File: src/rtl/td4_pkg.sv
// Shared TD4 definitions used by the program encoder, its opcode sub-module
// and anything else that has to agree with the instruction decoder.
//   - mnem_t    : symbolic mnemonic codes accepted from the loader link
//   - OP_*      : 4-bit opcodes exactly as the decoder expects them
//   - ERR_*     : err_code values reported by the encoder
//   - state_t   : encoder FSM state encoding
//   - imm_field : selects the immediate nibble that goes into a word
package td4_pkg;

   typedef enum logic [3:0] {
      MNEM_ADD_A_IM = 4'd0,
      MNEM_MOV_A_B  = 4'd1,
      MNEM_IN_A     = 4'd2,
      MNEM_MOV_A_IM = 4'd3,
      MNEM_MOV_B_A  = 4'd4,
      MNEM_ADD_B_IM = 4'd5,
      MNEM_IN_B     = 4'd6,
      MNEM_MOV_B_IM = 4'd7,
      MNEM_OUT_B    = 4'd8,
      MNEM_OUT_IM   = 4'd9,
      MNEM_JNC_IM   = 4'd10,
      MNEM_JMP_IM   = 4'd11
   } mnem_t;

   localparam logic [3:0] OP_ADD_A_IM = 4'b0000;
   localparam logic [3:0] OP_MOV_A_B  = 4'b0001;
   localparam logic [3:0] OP_IN_A     = 4'b0010;
   localparam logic [3:0] OP_MOV_A_IM = 4'b0011;
   localparam logic [3:0] OP_MOV_B_A  = 4'b0100;
   localparam logic [3:0] OP_ADD_B_IM = 4'b0101;
   localparam logic [3:0] OP_IN_B     = 4'b0110;
   localparam logic [3:0] OP_MOV_B_IM = 4'b0111;
   localparam logic [3:0] OP_OUT_B    = 4'b1001;
   localparam logic [3:0] OP_OUT_IM   = 4'b1011;
   localparam logic [3:0] OP_JNC_IM   = 4'b1110;
   localparam logic [3:0] OP_JMP_IM   = 4'b1111;

   localparam logic [1:0] ERR_NONE     = 2'b00;
   localparam logic [1:0] ERR_BAD_MNEM = 2'b01;
   localparam logic [1:0] ERR_OVERFLOW = 2'b10;

   typedef enum logic [2:0] {
      ST_IDLE = 3'd0,
      ST_LOAD = 3'd1,
      ST_PAD  = 3'd2,
      ST_DONE = 3'd3,
      ST_ERR  = 3'd4
   } state_t;

   // Register-only instructions carry no operand; the decoder ignores the
   // low nibble for them, but we write 0000 so program images are canonical.
   function automatic logic [3:0] imm_field(input mnem_t m, input logic [3:0] imm);
      case (m)
         MNEM_MOV_A_B, MNEM_IN_A, MNEM_MOV_B_A, MNEM_IN_B, MNEM_OUT_B: return 4'h0;
         default: return imm;
      endcase
   endfunction

endpackage

File: src/rtl/td4_opcode_encode.sv
// Combinational TD4 instruction encoder: mnemonic + immediate -> 8-bit word.
// Ports:
//   mnem    in  4  mnemonic code (td4_pkg::mnem_t values 0..11 are legal)
//   imm     in  4  immediate operand
//   word    out 8  {opcode, imm field}; 8'h00 when the mnemonic is invalid
//   invalid out 1  mnemonic code 12..15
module td4_opcode_encode
   import td4_pkg::*;
(
   input  logic [3:0] mnem,
   input  logic [3:0] imm,
   output logic [7:0] word,
   output logic       invalid
);

   logic [3:0] opcode;

   always_comb begin
      opcode  = OP_ADD_A_IM;
      invalid = 1'b0;
      case (mnem_t'(mnem))
         MNEM_ADD_A_IM: opcode = OP_ADD_A_IM;
         MNEM_MOV_A_B:  opcode = OP_MOV_A_B;
         MNEM_IN_A:     opcode = OP_IN_A;
         MNEM_MOV_A_IM: opcode = OP_MOV_A_IM;
         MNEM_MOV_B_A:  opcode = OP_MOV_B_A;
         MNEM_ADD_B_IM: opcode = OP_ADD_B_IM;
         MNEM_IN_B:     opcode = OP_IN_B;
         MNEM_MOV_B_IM: opcode = OP_MOV_B_IM;
         MNEM_OUT_B:    opcode = OP_OUT_B;
         MNEM_OUT_IM:   opcode = OP_OUT_IM;
         MNEM_JNC_IM:   opcode = OP_JNC_IM;
         MNEM_JMP_IM:   opcode = OP_JMP_IM;
         default:       invalid = 1'b1;
      endcase
      word = invalid ? 8'h00 : {opcode, imm_field(mnem_t'(mnem), imm)};
   end

endmodule

File: src/rtl/td4_program_encoder.sv
// Loads a TD4 program: accepts symbolic instruction beats from a loader link,
// encodes them and writes them sequentially into the 16-word program memory.
// Parameters:
//   PAD_EN   fill the addresses after the last instruction with PAD_WORD
//   PAD_WORD fill word (8'h00 = ADD A,0, a NOP)
// Ports:
//   clk, rst            clock, synchronous active-high reset
//   start               begin/restart a session at address 0 (wins over beats)
//   in_valid/in_ready   beat handshake; in_ready = LOAD & ~start
//   mnem, imm, last     instruction beat payload
//   mem_we/addr/wdata   program-memory write port (one-cycle strobe)
//   busy, done          status levels (LOAD|PAD, DONE)
//   err_code            00 none, 01 bad mnemonic, 10 overflow
//   count               instruction words written this session (pad excluded)
module td4_program_encoder
   import td4_pkg::*;
#(
   parameter bit         PAD_EN   = 1'b1,
   parameter logic [7:0] PAD_WORD = 8'h00
) (
   input  logic       clk,
   input  logic       rst,
   input  logic       start,
   input  logic       in_valid,
   output logic       in_ready,
   input  logic [3:0] mnem,
   input  logic [3:0] imm,
   input  logic       last,
   output logic       mem_we,
   output logic [3:0] mem_addr,
   output logic [7:0] mem_wdata,
   output logic       busy,
   output logic       done,
   output logic [1:0] err_code,
   output logic [4:0] count
);

   state_t     state_reg;
   logic [3:0] addr_reg;        // next address to be written
   logic [4:0] count_reg;
   logic [1:0] err_reg;
   logic       mem_we_reg;
   logic [3:0] mem_addr_reg;
   logic [7:0] mem_wdata_reg;
   logic       busy_reg;
   logic       done_reg;

   logic [7:0] enc_word;
   logic       enc_invalid;
   logic       beat_accept;

   td4_opcode_encode u_encode (
      .mnem    (mnem),
      .imm     (imm),
      .word    (enc_word),
      .invalid (enc_invalid)
   );

   // The only combinational output: start suppresses acceptance so a
   // restart never consumes a beat belonging to the aborted session.
   assign in_ready    = (state_reg == ST_LOAD) && !start;
   assign beat_accept = in_valid && in_ready;

   always_ff @(posedge clk) begin
      if (rst) begin
         state_reg     <= ST_IDLE;
         addr_reg      <= 4'h0;
         count_reg     <= 5'd0;
         err_reg       <= ERR_NONE;
         mem_we_reg    <= 1'b0;
         mem_addr_reg  <= 4'h0;
         mem_wdata_reg <= 8'h00;
         busy_reg      <= 1'b0;
         done_reg      <= 1'b0;
      end else begin
         mem_we_reg <= 1'b0;
         if (start) begin
            // Restart from any state; words already written stay in memory.
            state_reg <= ST_LOAD;
            addr_reg  <= 4'h0;
            count_reg <= 5'd0;
            err_reg   <= ERR_NONE;
            busy_reg  <= 1'b1;
            done_reg  <= 1'b0;
         end else begin
            case (state_reg)
               ST_LOAD: begin
                  if (beat_accept) begin
                     if (enc_invalid) begin
                        state_reg <= ST_ERR;
                        err_reg   <= ERR_BAD_MNEM;
                        busy_reg  <= 1'b0;
                     end else begin
                        mem_we_reg    <= 1'b1;
                        mem_addr_reg  <= addr_reg;
                        mem_wdata_reg <= enc_word;
                        count_reg     <= count_reg + 5'd1;
                        if (addr_reg == 4'hF) begin
                           // Memory full: a missing last flag means the host
                           // sent (or intended) more than 16 instructions.
                           state_reg <= ST_DONE;
                           busy_reg  <= 1'b0;
                           done_reg  <= 1'b1;
                           err_reg   <= last ? ERR_NONE : ERR_OVERFLOW;
                        end else begin
                           addr_reg <= addr_reg + 4'h1;
                           if (last) begin
                              if (PAD_EN) begin
                                 state_reg <= ST_PAD;
                              end else begin
                                 state_reg <= ST_DONE;
                                 busy_reg  <= 1'b0;
                                 done_reg  <= 1'b1;
                              end
                           end
                        end
                     end
                  end
               end
               ST_PAD: begin
                  mem_we_reg    <= 1'b1;
                  mem_addr_reg  <= addr_reg;
                  mem_wdata_reg <= PAD_WORD;
                  if (addr_reg == 4'hF) begin
                     state_reg <= ST_DONE;
                     busy_reg  <= 1'b0;
                     done_reg  <= 1'b1;
                  end else begin
                     addr_reg <= addr_reg + 4'h1;
                  end
               end
               default: begin
                  // IDLE, DONE and ERR wait for start.
               end
            endcase
         end
      end
   end

   assign mem_we    = mem_we_reg;
   assign mem_addr  = mem_addr_reg;
   assign mem_wdata = mem_wdata_reg;
   assign busy      = busy_reg;
   assign done      = done_reg;
   assign err_code  = err_reg;
   assign count     = count_reg;

endmodule

File: config.mk
export PLATFORM = sky130hd
export DESIGN_NAME = td4_program_encoder
export DESIGN_NICKNAME = d
export VERILOG_FILES = /design/src/rtl/td4_pkg.sv /design/src/rtl/td4_opcode_encode.sv /design/src/rtl/td4_program_encoder.sv
export SDC_FILE = /design/constraint.sdc
export NUM_CORES = 1
export LEC_CHECK = 0
export CORE_MARGIN = 2
export CORE_UTILIZATION = 52
export CTS_CLUSTER_SIZE = 12
export DETAILED_ROUTE_END_ITERATION = 8
export PLACE_DENSITY = 0.84
export RECOVER_POWER = 100
export SLEW_MARGIN = 10
export SYNTH_ARGS = -nofsm -noshare
export SYNTH_HDL_FRONTEND = slang
export SYNTH_SLANG_ARGS = --single-unit
File: constraint.sdc
create_clock -name clk -period 5.3 [get_ports clk]
set_input_delay 1.59 -clock clk [delete_from_list [all_inputs] [get_ports clk]]
set_output_delay 1.59 -clock clk [all_outputs]
set_load 0.05 [all_outputs]
# ---- After elaboration in Yosys (flattened, before gate mapping)
# Index checks and enable logic that the tools add are counted.
dict set report classes {
  add_sub_neg 2
  mux 34
  n_reduce_logical 16
  bitwise_logic 1
  n_eq_ne 22
}
# cell n
set op_table {}
lappend op_table {{$pmux 4 s11} 1}
lappend op_table {{$mux 4} 6}
lappend op_table {{$eq 4x4->1 const B} 5}
lappend op_table {{$eq 4x3->1 const B} 4}
lappend op_table {{$mux 8} 2}
lappend op_table {{$pmux 4 s2} 2}
lappend op_table {{$pmux 8 s2} 1}
lappend op_table {{$mux 3} 5}
lappend op_table {{$reduce_and 4->1} 3}
lappend op_table {{$reduce_or 12->1} 1}
lappend op_table {{$mux 1} 10}
lappend op_table {{$reduce_and 3->1} 3}
lappend op_table {{$eq 4x2->1 const B} 2}
lappend op_table {{$mux 2} 3}
lappend op_table {{$ne 2x2->1 const B} 3}
lappend op_table {{$ne 3x3->1 const B} 2}
lappend op_table {{$pmux 1 s2} 3}
lappend op_table {{$pmux 3 s2} 1}
lappend op_table {{$add 5x1->5 const B} 1}
lappend op_table {{$ne 5x4->1 const B} 1}
lappend op_table {{$reduce_or 5->1} 1}
lappend op_table {{$add 4x1->4 const B} 1}
lappend op_table {{$eq 4x1->1 const B} 1}
lappend op_table {{$logic_not 4->1} 1}
lappend op_table {{11 further kinds} 12}
dict set report totals {
  out_inout_bits 23
  inputBits 13
  ff_bits 29
  wordCells 85
}

# ---- Longest topological paths before layout
# Gate-level depths: netlist of the first run.
dict set report depth {
  word_depth 6
  mapped_depth 6
  depth_no_buf 6
}

# ---- Modules after synthesis
# Synthesis of the first run repeated with hierarchy kept, for this count alone.
dict set report unflattened {
  hier_cells 166
  area_unflattened_um2 1475.2
}
# module seq_area_each_um2 instances area_per_inst_um2 cells_per_inst
set by_module_without_submodules {}
lappend by_module_without_submodules {td4_program_encoder 580.6 1 1267.5 139}
lappend by_module_without_submodules {td4_opcode_encode 0.0 1 207.7 27}

# ---- Worst setup path before layout of the first run
# OpenSTA, ideal clock, no wires.
dict set report synth_timing {
  path_kind {input-to-output}
  from {input port start}
  to {output port in_ready}
  arrival_ns 2.620
  required_ns 3.710
  cell_stages 1
  slack_ns 1.090
  path_buffers 0
  path_cell_list {nor4b_2}
}
dict set report synth_via {
  elab_chain_len 2
}
# element line_no
set synth_rtl {}
lappend synth_rtl {{start, declared} td4_program_encoder.sv:23} ;# input logic start,
lappend synth_rtl {{$logic_not 1->1} td4_program_encoder.sv:61} ;# assign in_ready = (state_reg == ST_LOAD) && !start;
lappend synth_rtl {{$logic_and 1x1->1} td4_program_encoder.sv:61}
lappend synth_rtl {{end, declared} td4_program_encoder.sv:25} ;# output logic in_ready,
# Every way passes these cells.

# ---- Worst setup path in the final report of the first run
# Same ends and word-level chain as after synthesis.

==> results of run 1 <==
-- placed cells by master, fill, tap and decap left out, types with 2 or more instances in the layout --
cell	instances
a21oi_1	12
a22o_1	4
and2_1	2
and2b_1	2
clkbuf_4	5
clkbuf_8	2
clkdlybuf4s50_1	10
dfxtp_1	29
dlygate4sd3_1	24
ha_1	8
inv_1	6
mux2i_1	5
nand2_1	7
nand3_1	5
nand3b_1	2
nand4_1	3
nor2_1	16
nor2b_1	2
nor3b_2	2
o21a_1	2
o21ai_0	8
o2bb2ai_1	2
o31ai_1	4
o41ai_1	2
or3_1	2
xor2_1	4
-- final cells by class --
class                      count  area (um^2)
clock inverter                 1         5.00
multi-input combinational    111          769
fill                         230          857
inverter                       6         22.5
tap                           31         38.8
clock buffer                   7         65.1
sequential                    29          581
timing repair buffer          35          348
-- logic make-up (layout without fill, tap and decap cells) --
group,Yosys count,in the layout,share of synthesized area [%]
adders and majority gates,8,8,6.99
muxes,5,5,3.49
xor gates and xnor gates,4,4,2.45
DFF,29,29,40.5
AOI/OAI and AO/OA,43,43,21.1
buffers and inverters,12,49,3.49
and+or+nand+nor,51,51,21.9
-- worst max-delay path by stage --
stage | startpoint | to | slack [ns] | depth (start not counted)
final | start | in_ready | 0.59 | 3
after global routing | start | in_ready | 0.54 | 3
after CTS | start | in_ready | 0.87 | 3
after detailed placement | start | in_ready | 0.88 | 3
after global placement | start | in_ready | 0.93 | 3
after floorplan | start | in_ready | 1.09 | 1
-- metal layers --
metal  vias to the layer above  share of wire (%)
li1                        623                  -
met1                       586                 46
met2                        33                 47
met3                         7                4.2
met4                         0                2.0
met5                         -                  0
-- critical path: stages --
cell,delay [ns]
dlygate4sd3_1,0.65
nor4b_1,0.57
buf_4,0.31
-- stage by stage --
step,util [%],hold WS (ns),std cells
2_1_floorplan,-,0.483,152
3_3_place_gp,66.7,0.436,212
3_5_place_dp,66.7,0.446,212
4_1_cts,69.3,0.469,220
5_1_grt,68.1,0.492,220
6_report,68.1,0.459,220
-- synthesized netlist by cell type (all sizes together) --
cell type | number | area share, %
or2 | 1 | 0.44
and2 | 3 | 1.3
and3 | 1 | 0.44
ha | 8 | 7.0
o41ai | 2 | 1.2
a31oi | 1 | 0.44
o31a | 1 | 0.61
a21o | 1 | 0.52
nor2 | 16 | 4.2
a22o | 4 | 2.4
and2b | 2 | 1.0
o31ai | 4 | 2.1
and4bb | 1 | 0.87
o211ai | 1 | 0.52
a2111o | 1 | 0.79
nand3b | 2 | 1.0
inv | 6 | 1.6
nand3 | 5 | 1.7
o21ai | 8 | 3.6
a211oi | 1 | 0.52
o2bb2ai | 2 | 1.2
nand2 | 7 | 1.8
xor2 | 4 | 2.4
o311ai | 1 | 0.61
nor4b | 1 | 1.0
a21oi | 12 | 4.5
nand4 | 3 | 1.3
o22ai | 1 | 0.44
or2b | 1 | 0.52
or3 | 2 | 0.87
o2111ai | 1 | 0.61
nor2b | 2 | 0.87
o21a | 2 | 1.0
buf | 2 | 0.87
mux2i | 5 | 3.5
nor3b | 4 | 4.4
dfxtp | 29 | 41
clkbuf | 4 | 1.0
-- report_power, final --
group | total, mW | internal, mW | leakage, nW | switching (mW)
combinational | 0.0511 | 0.0212 | 0.515 | 0.0299
clock | 0.154 | 0.0768 | 0.0413 | 0.0772
sequential | 0.223 | 0.220 | 0.234 | 0.00252
total | 0.428 | 0.318 | 0.791 | 0.110
==> run metrics, run 1 <==
status=complete, no violations; share of the yosys chip area belonging to registers=40.5%; post-route setup slack=0.585 ns; I/O pin total=36; vias in the first global route=1155; initial antenna violation count=0; Vias/cell=5.68; Tot Pwr=0.428 mW; Post-CTS Repair Setup Buffers=0; 1st-pass router iterations=4; CORE AREA=2690 um^2; dpl ws=0.878 ns; met2 Use GR=33.1%; Area growth, synth to finish=27.7%; crit share post-route=89.0%; Reg2Reg Setup Slack=3.13 ns; Critical Path RT=3.71 ns; Fmax=212 MHz; Post-Route Skew=0.00656 ns; Cell Area, Synth=1430 um^2; final net count=209; IO buf count=35; layout cell share with drive strength beyond 1=6.88%; largest net degree at the start of global routing=13; clk_lat worst skew=0.33 ns; routed len/inst=14.0 um; Cell variety after synth=42; GR peak layer=met2; worst flop-to-flop path endpoint=mem_wdata[1]; Leak=0.791 nW; CTS buffer count=5; flops & latches, synth=29; hold_sp=mem_wdata[5]; syn_nets=173; Fin Setup TNS=0 ns; WHS Endpoint=mem_wdata[5]; CTS clock-pin slew for the worst setup and hold paths=0.10 ns; met1 Resource Use GR=25.5%; ANT cells=0; iteration-0 DRC count of the detailed router=16; Mean Syn Cell Area=9.43 um^2; FP Rows=19; CTS sink cnt=29; Final Instance Area=1830 um^2; total grt overflow=0; hold path cells=1; TritonCTS clock tree=yes; Startpoint Class=primary input; Mapped Cells=152; die area=3190 um^2; clock period minus worst slack=4.71 ns; GPL Wtd Cong=0.860; worst hold path type=flip-flop to flip-flop; Yosys Warn Count=0; met3 Use GR=5.30%; Starting Density=53.3%; ANT nets after route=0; Post-DP Area=1790 um^2; GRT Util Overall=20.9%; Max Cap Viol=0; max reg flops=8; Worst Path Arrival=3.12 ns; Peak VDD IR=200 uV; Rel. slew slack=26.9%; Pins Over Slew Limit=0; Crit Path Class=primary input to primary output; clk buf depth=2; Die Span Y=56.5 um; reg2reg start=state_reg[0]; clock root cell=clkbuf_4; post-cts resize count=0; crit path max fanout=7; PD cells=234 nW/um^2; Clock H-tree levels=2; via count=1249; first-pass GRT wire length=5140 um; critical path endpoint category=primary output; Worst Tran Pin Value=1.08 ns; width of the chip=56.5 um; CTS Hold Buffers Added=0; total wire length=3090 um; number of remaining DRC errors=0; RSZ-0062 raised after global routing=false; DP HPWL=2290 um; setup violators final=0; Worst R2R Path Depth=4; Final Hold Fails=0
Note: power is estimated with default switching activity, not from simulation.
==> run 2: changes to the inputs <==
ABC_CLOCK_PERIOD_IN_PS = 5300   (was default)
CTS_CLUSTER_DIAMETER = 100   (was default)
SKIP_CTS_REPAIR_TIMING = 1   (was default)
==> results of run 2 <==
Final layout, timing and power as in run 1 (identical DEF).
